[src/rtl/counter_pkg.sv]
`default_nettype none
// ============================================================================
// Module      : counter_pkg
// Description : Shared types and constants for the up/down counter family.
// Revision    : 1.0 - initial release
// ============================================================================
package counter_pkg;

    localparam int CNT_W_DEFAULT = 8;

    typedef enum logic {
        IDLE,
        RUN
    } dcnt_state_t;

endpackage : counter_pkg
`default_nettype wire

[src/rtl/down_counter.sv]
`default_nettype none
// ============================================================================
// Module      : down_counter
// Description : Loadable N-bit down-counter/timer with one-shot and periodic
//               (auto-reload) modes and a registered one-cycle done pulse.
// Revision    : 1.0 - initial release
// ============================================================================
module down_counter
    import counter_pkg::*;
#(
    parameter int N = CNT_W_DEFAULT
) (
    input  logic         clk,
    input  logic         rst,
    input  logic         en,
    input  logic         load,
    input  logic [N-1:0] load_val,
    input  logic         start,
    input  logic         stop,
    input  logic         periodic,
    output logic [N-1:0] q,
    output logic         busy,
    output logic         done
);

    localparam logic [N-1:0] C_ONE = {{(N-1){1'b0}}, 1'b1};

    if (N < 2 || N > 32) begin : g_bad_width
        $error("down_counter: N must be in 2..32");
    end

    dcnt_state_t  r_state;
    dcnt_state_t  w_state_nxt;
    logic [N-1:0] r_q;
    logic [N-1:0] w_q_nxt;
    logic [N-1:0] r_reload;
    logic [N-1:0] w_reload_nxt;
    logic         r_done;
    logic         w_done_nxt;

    logic         w_q_zero;
    logic         w_q_one;
    logic         w_reload_zero;

    assign w_q_zero      = (r_q == '0);
    assign w_q_one       = (r_q == C_ONE);
    assign w_reload_zero = (r_reload == '0);

    // Edge priority: load, then stop, then expiry/decrement, then start.
    always_comb begin
        w_state_nxt  = r_state;
        w_q_nxt      = r_q;
        w_reload_nxt = r_reload;
        w_done_nxt   = 1'b0;

        if (load) begin
            w_q_nxt      = load_val;
            w_reload_nxt = load_val;
            w_state_nxt  = IDLE;
        end else if (stop) begin
            w_state_nxt = IDLE;
        end else begin
            case (r_state)
                IDLE: begin
                    if (start) begin
                        if (w_q_zero) begin
                            w_done_nxt = 1'b1;
                        end else begin
                            w_state_nxt = RUN;
                        end
                    end
                end
                RUN: begin
                    if (en) begin
                        if (w_q_zero) begin
                            // Not reachable in normal use; never underflow.
                            w_state_nxt = IDLE;
                        end else if (w_q_one) begin
                            w_done_nxt = 1'b1;
                            if (periodic && !w_reload_zero) begin
                                w_q_nxt = r_reload;
                            end else begin
                                w_q_nxt     = '0;
                                w_state_nxt = IDLE;
                            end
                        end else begin
                            w_q_nxt = r_q - C_ONE;
                        end
                    end
                end
                default: begin
                    w_state_nxt = IDLE;
                end
            endcase
        end
    end

    always_ff @(posedge clk) begin
        if (rst) begin
            r_state  <= IDLE;
            r_q      <= '0;
            r_reload <= '0;
            r_done   <= 1'b0;
        end else begin
            r_state  <= w_state_nxt;
            r_q      <= w_q_nxt;
            r_reload <= w_reload_nxt;
            r_done   <= w_done_nxt;
        end
    end

    assign q    = r_q;
    assign busy = (r_state == RUN);
    assign done = r_done;

endmodule : down_counter
`default_nettype wire

[config.mk]
export PLATFORM = sky130hd
export DESIGN_NAME = down_counter
export DESIGN_NICKNAME = d
export VERILOG_FILES = /design/src/rtl/counter_pkg.sv /design/src/rtl/down_counter.sv
export SDC_FILE = /design/constraint.sdc
export NUM_CORES = 1
export LEC_CHECK = 0
export BUFFER_PORTS_ARGS = -buffer_cell sky130_fd_sc_hd__clkbuf_2
export CORE_ASPECT_RATIO = 0.8
export CORE_MARGIN = 3
export CORE_UTILIZATION = 56
export DETAILED_ROUTE_END_ITERATION = 12
export PLACE_DENSITY = 0.93
export SLEW_MARGIN = 20
export SYNTH_ARGS = -nofsm -noshare
export SYNTH_HDL_FRONTEND = slang
export SYNTH_SLANG_ARGS = --single-unit
export TNS_END_PERCENT = 30
[constraint.sdc]
create_clock -name clk -period 3.6 [get_ports clk]
set_input_delay 0.18 -clock clk [delete_from_list [all_inputs] [get_ports clk]]
set_output_delay 0.18 -clock clk [all_outputs]
set_load 0.1 [all_outputs]
Word level (Yosys, flattened, before mapping). Cells that the tools add are included.

Register bits: 18. Input port bits: 15. Output and inout bits: 10. Logic and storage cells: 37.

Add/sub/neg operators: 1. Equal/unequal tests: 3. Muxes and demuxes: 20. Bitwise logic cells: 1. Reduce and logical (&&, ||, !) cells: 8.

Operators by type and width (count): $mux 8 (7); $logic_not 8->1 (2); $mux 1 (11); $eq 8x1->1 const B (1); $sub 8x1->8 const B (1); $ne 2x2->1 const B (2); $pmux 1 s2 (2); $reduce_and 4->1 (1); $reduce_bool 2->1 (2); $reduce_or 3->1 (1); $logic_and 1x1->1 (1); $logic_not 1->1 (1); $not 1->1 (1).

Longest topological paths before layout. Gate-level depths: netlist of run 1.

Depth in word-level cells: 10. Depth in mapped cells: 8. Depth with buffers taken out: 7.

Least setup slack after synthesis of run 1. OpenSTA, ideal clock, no wires.

Kind: reg-to-reg. Start point: register r_q[0] (netlist: q[0]). End point: register r_q[1] (netlist: q[1]). Library setup time: 0.080 ns. Arrival time: 2.726 ns. Required time: 3.520 ns. Setup slack: 0.795 ns. Cell stages (with the launch flop): 8. Path buffers: 1. Period minus slack after synthesis: 2.805 ns. Path through: dfxtp_1 > ha_1 > nand2b_1 > or4_4 > buf_6 > and2_0 > or4_4 > a211oi_2.

Word-level cells in the longest chain between the ends: 7. Elaborated cells on any way between the ends: 11. Those cells by class: add/sub (1); eq/ne (2); mux (6); reduce/logical (2).

Ends and longest elaborated chain: start: declaration (line down_counter.sv:34) `logic [N-1:0] r_q;`; start signal: assignment (line down_counter.sv:106) `r_q <= w_q_nxt;`; $sub 8x1->8 or $eq 8x1->1 (tied branches) (line down_counter.sv:87, down_counter.sv:46); $mux 8 (line down_counter.sv:78) `end else if (w_q_one) begin`; $mux 8 (line down_counter.sv:75) `if (w_q_zero) begin`; $mux 8 (line down_counter.sv:74) `if (en) begin`; $mux 8 (line down_counter.sv:63) `case (r_state)`; $mux 8 (line down_counter.sv:60) `end else if (stop) begin`; $mux 8 (line down_counter.sv:56) `if (load) begin`.

Parallel ways exist; a longest one is shown, timed or not. The select of a mux whose other input is x is not followed. A chain may end at the register's enable or synchronous reset.

Worst setup path in the final report of run 1.
Start point: register r_q[4] (netlist: q[4]). End point: register r_q[1] (netlist: q[1]).

Word-level cells in the longest chain between the ends: 7. Elaborated cells on any way between the ends: 10. Those cells by class: eq/ne (2); mux (6); reduce/logical (2).

Ends and longest elaborated chain: $eq 8x1->1 (line down_counter.sv:46) `assign w_q_one = (r_q == C_ONE);`; $mux 8 (line down_counter.sv:78); $mux 8 (line down_counter.sv:75); $mux 8 (line down_counter.sv:74); $mux 8 (line down_counter.sv:63); $mux 8 (line down_counter.sv:60); $mux 8 (line down_counter.sv:56).

Parallel ways exist; a longest one is shown, timed or not. The select of a mux whose other input is x is not followed.

==> results of run 1 <==
[registers in the layout, summed over array words and instances (netlist names)]
signal,cells
q,8
done,1
r_reload,8
busy,1
[per-stage QoR]
step	hold slack (ns)	util, %	total power [µW]	setup WS, ns	cells
5_1_grt	0.0785	71.1	558	1.27	171
3_5_place_dp	0.410	68.9	406	1.34	167
2_1_floorplan	0.270	-	372	0.795	129
3_3_place_gp	0.399	68.9	400	1.41	167
4_1_cts	0.0847	71.1	532	1.32	171
6_report	0.0803	71.1	534	1.32	171
[cell type report]
class / instances / share of cell area (%)
sequential: 18 / 29.7
multi-input combinational: 100 / 54.2
timing repair buffer: 24 / 9.90
clock buffer: 4 / 2.99
inverter: 3 / 0.928
tap: 22 / 2.27
[layer usage]
| metal | share of wire [%] | global-route usage [%] | vias up |
|---|---|---|---|
| met3 | 9.0 | 6.60 | 7 |
| met1 | 44 | 32.4 | 489 |
| met4 | 1.8 | 9.95 | 0 |
| met2 | 45 | 37.0 | 54 |
| met5 | 0 | 0 | - |
| li1 | - | - | 507 |
[synth_stat cells]
cell and instances:
nand2_1 10, a32oi_1 2, nor2_1 18, nand3_1 2, nor4_1 2, dfxtp_1 18, clkbuf_1 5, or3_4 1
buf_6 1, o31ai_1 2, or4_2 1, a21o_1 1, buf_2 1, and2b_1 1, nand2b_1 3, inv_1 3
ha_1 3, a211o_1 1, mux2i_1 8, xor2_1 2, a22oi_1 1, or4_4 2, nand3b_1 2, or4_1 3
a2111oi_0 1, nor3b_1 1, a211oi_1 7, and2_0 1, a21oi_1 5, a211oi_2 1, and3_1 1, or3_1 3
buf_1 1, nor3_1 4, xnor2_1 2, o21ai_0 7, mux2_2 2
[worst max-delay path: stages, from the launching register on]
cell and delay [ns]:
dfxtp_1 0.39, or3_4 0.43, or4_4 0.55, and2_0 0.18
or4_4 0.48, a211oi_2 0.18
[report_power, final]
| part | total (µW) | leakage (µW) | switching [µW] | internal, µW |
|---|---|---|---|---|
| clock | 129 | 0.0000210 | 67.6 | 61.8 |
| combinational | 174 | 0.000380 | 119 | 55.1 |
| sequential | 231 | 0.000149 | 18.5 | 213 |
[path summary, 6_finish.rpt]
path | start | endpoint | slack (ns)
setup / recovery | q[4]$_SDFFE_PP0P_ | q[1]$_SDFFE_PP0P_ | 1.32
hold / removal | stop | busy$_SDFF_PP0_ | 0.08
setup reg to reg | q[4]$_SDFFE_PP0P_ | q[1]$_SDFFE_PP0P_ | 1.32
hold reg to reg | r_reload[3]$_SDFFE_PP0P_ | r_reload[3]$_SDFFE_PP0P_ | 0.49
[cell families after synthesis]
kind of cell | count (synthesis)
AND/OR/NAND/NOR | 55
AO/OA/AOI/OAI | 28
flip-flops | 18
buffers and inverters | 11
multiplexers | 10
XOR/XNOR | 4
adder cells (fa/ha/maj) | 3
==> metrics.txt, run 1 <==
Max Clock Freq=~440 MHz; worst hold path class=in -> reg; status=completed; adder-cell share of the synthesized area=under 10%; worst-case reg-to-reg path depth=5; initial antenna violation count=0; area of the multi-input gates=658 µm²; top cells by area, synth=dfxtp_1 34%, mux2i_1 7.5%, nor2_1 6.3%, a211oi_1 4.9%, ha_1 3.5%; final setup fails=0; multiplexer area fraction after synthesis=about a tenth; Rel. slew slack=between 60% and 70%; Syn Inst Count=between 100 and 150; core area=1710 µm²; warning count from the yosys run=0; P&R area growth vs syn=13.6%; DR WL/cell=around 16 µm; row cnt=13; first-pass GRT wire length=around 4200 µm; Initial Util=a little over three fifths; largest area contributor in the netlist=dfxtp_1; hold path depth=2; DRT Wirelength=roughly 2700 µm; register area share after synthesis=roughly 34%; max_cap viols=0; post-synthesis compound-gate area fraction=17.8%; Mapped Nets=between 100 and 150; drt first pass iters=4; postcts setup bufs=0; Final ANT Viol Nets=0; Area after DPL=~1200 µm²; Sequential Area=approximately 360 µm²; die footprint=about 2500 µm²; CTS Buffer Depth=2; DRC Markers=0; most common cell after layout, fill and taps aside=clkbuf_2; Cell Pwr Density=around 440 nW/µm²; Detail Placement HPWL=2000 µm; # H-tree levels=1; Die H=roughly 45 µm; endpoint type of the worst setup path=flop; most frequent cells in the layout=24 x clkbuf_2, 18 x nor2_1, 18 x dfxtp_1; Final Skew=around 0.0074 ns; grt ovf=0; worst endpoint required time=approximately 3.8 ns; unique cell type count in the Yosys netlist=37; CP Launch Type=flop; Yosys reg bits=18; critical path arrival=approximately 2.5 ns; final max-slew violation count=0; share of the synthesized area in the top cell type=approximately 34%; Clock Latency Late Sink=a little over 0.3 ns; largest net degree at the start of global routing=23; layout cell share with drive strength beyond 1=about a quarter; Final Cell Area=~1200 µm²; leak pwr=roughly 0.00055 µW; Starting DRT DRC Count=just over 40; antenna fix cells=0; syn_area_per_cell=approximately 8.3 µm²; RSZ-0062 raised after global routing=false; Synth Area in XOR/XNOR=between 3 and 4%; TritonCTS clock tree=yes; Worst-path clk slew=0.11 ns; Mapped Area=between 1000 and 1500 µm²; Worst Setup Path Type=reg -> reg; global placer's final weighted congestion=approximately 0.9; final hold violations=0; largest fanout on the critical path=7; clock sinks=18; Tightest Pin Transition=around 0.54 ns; period utilization=between 60% and 70%; # hold bufs at CTS=0; largest family of logic cells by synthesized area=simple AND/OR/NAND/NOR gates; Nets=roughly 170; post-synthesis simple-gate area fraction=between 20% and 30%; cts bufs inserted=3; Final TNS setup=0 ns; vias in the first global route=approximately 910; port bufs=24; vias post-DR=about 1100; vias per inst=6.18; GRT Util Overall=roughly 24%; fill count=150; Worst VDD drop=roughly 0.32 mV; CTS Root Cell=clkbuf_4; post-cts sizing count=0; die span in x=roughly 55 µm; IO Pins=25; Final min period=~2.3 ns
Power figures use the tool's default switching activity.
==> inputs of run 2 (changes only) <==
- CORE_UTILIZATION: 56 -> 52
- PLACE_DENSITY: 0.93 -> 0.88
- clock period: 3.6 -> 2.3 ns (I/O delays scaled with it)
==> run 2 against run 1 <==
Critical path depth did not move. Via count shrank 5.0%. Clock-buffer cell count unchanged. Clock power increased by 58%. Global-route usage decreased by 4.0 points. Utilization fell by 5.1 points. Sequential share of layout area grew 0.73 points.
==> metrics.txt, run 2 (same netlist as run 1, synthesis figures left out) <==
status=completed; critical path arrival=approximately 2.4 ns; vias post-DR=between 1000 and 1500; RSZ-0062 raised after global routing=false; Final Skew=0.0119 ns; IO Pins=25; worst endpoint required time=~2.5 ns; grt ovf=0; vias in the first global route=roughly 860; most frequent cells in the layout=24 x clkbuf_2, 18 x nor2_1, 10 x nand2_1, 10 x dfxtp_1, 8 x mux2i_1; cts bufs inserted=3; CTS Root Cell=clkbuf_4; Starting DRT DRC Count=43; Clock power frac=between 20 and 25%; DR WL/cell=about 15 µm; Critical Path, Cell by Cell=or3_4 > or4_4 > and2_0 > or4_4 > a211oi_2; Clock Latency Late Sink=0.31 ns; Detail Placement HPWL=1920 µm; # hold bufs at CTS=0; Buf+Inv Stages, Crit Path=0; Final TNS setup=0 ns; core area=1910 µm²; die span in x=56.7 µm; final setup fails=0; CTS Buffer Depth=2; Worst Setup Path Type=reg -> reg; most common cell after layout, fill and taps aside=clkbuf_2; Sequential Area=around 380 µm²; period utilization=a little over nine tenths; global placer's final weighted congestion=0.880; Die H=46.5 µm; Initial Util=~56%; slowest stage cell, crit path=or4_4; setup slack after layout=roughly 0.11 ns; post-cts sizing count=0; Worst path most repeated cell=or4_4; Worst-path clk slew=between 0.1 and 0.15 ns; max_cap viols=0; Worst VDD drop=0.383 mV; Final ANT Viol Nets=0; area of the multi-input gates=678 µm²; Tightest Pin Transition=approximately 0.6 ns; Max Clock Freq=about 460 MHz; top cell family by delay on the critical path=simple AND/OR/NAND/NOR gates; Worst path max stage delay=a little under 0.5 ns; fill count=~170; P&R area growth vs syn=17.8%; largest fanout on the critical path=7; DRC Markers=0; # H-tree levels=1; layout cell share with drive strength beyond 1=between 30% and 40%; Final min period=approximately 2.2 ns; GRT Util Overall=20.4%; Net Sw Frac=a little under two fifths; worst hold path class=in -> reg; Switch Pwr=about 320 µW; internal power=roughly 520 µW; first-pass GRT wire length=between 4000 and 5000 µm; port bufs=24; largest net degree at the start of global routing=23; DRT Wirelength=2520 µm; clock sinks=18; antenna fix cells=0; Nets=between 150 and 200; die footprint=2640 µm²; Rel. slew slack=approximately three fifths; drt first pass iters=4; TritonCTS clock tree=yes; initial antenna violation count=0; row cnt=14; Cell Pwr Density=about 670 nW/µm²; logic gate share of total power=between 30% and 40%; power share of the sequential group=roughly 43%; postcts setup bufs=0; CP Launch Type=flop; final max-slew violation count=0; final hold violations=0; endpoint type of the worst setup path=flop; Post-Place Setup Slack=between 0.1 and 0.15 ns; leak pwr=~0.00056 µW; vias per inst=between 5 and 6
run 2: final cells by class:
class                      count  area share, %
clock buffer                   4           2.88
inverter                       3          0.895
sequential                    18           30.4
tap                           24           2.39
multi-input combinational    100           53.9
timing repair buffer          24           9.54
run 2: through the flow:
| step | util, % | instance area (µm²) | hold WS [ns] | total power [µW] | cells |
|---|---|---|---|---|---|
| floorplan | - | 1110 | 0.205 | 589 | 129 |
| global placement | 64.0 | 1220 | 0.333 | 637 | 169 |
| detailed placement | 64.0 | 1220 | 0.342 | 641 | 169 |
| CTS | 65.9 | 1260 | 0.00716 | 843 | 173 |
| global route | 65.9 | 1260 | 0.0153 | 883 | 173 |
| finish | 65.9 | 1260 | 0.00801 | 839 | 173 |
run 2: final timing paths:
kind / slack [ns] / start / depth (start not counted) / to
max: 0.11 / q[6]$_SDFFE_PP0P_ / 5 / q[1]$_SDFFE_PP0P_
min: 0.008 / stop / 2 / busy$_SDFF_PP0_
max reg2reg: 0.11 / q[6]$_SDFFE_PP0P_ / 5 / q[1]$_SDFFE_PP0P_
min reg2reg: 0.50 / r_reload[3]$_SDFFE_PP0P_ / 2 / r_reload[3]$_SDFFE_PP0P_
run 2: metal layers:
layer / track usage [%] / share of wire (%)
met2: 34.1 / 45
met1: 26.2 / 47
met5: 0 / 0
met3: 5.88 / 6.6
met4: 5.21 / 1.3
run 2: power by group through the flow:
stage | combinational (µW) | sequential [µW] | clock (µW)
after floorplan | 138 | 451 | 0
after global placement | 270 | 367 | 0
after detailed placement | 273 | 369 | 0
after CTS | 274 | 361 | 208
after global routing | 293 | 366 | 223
final | 273 | 362 | 204
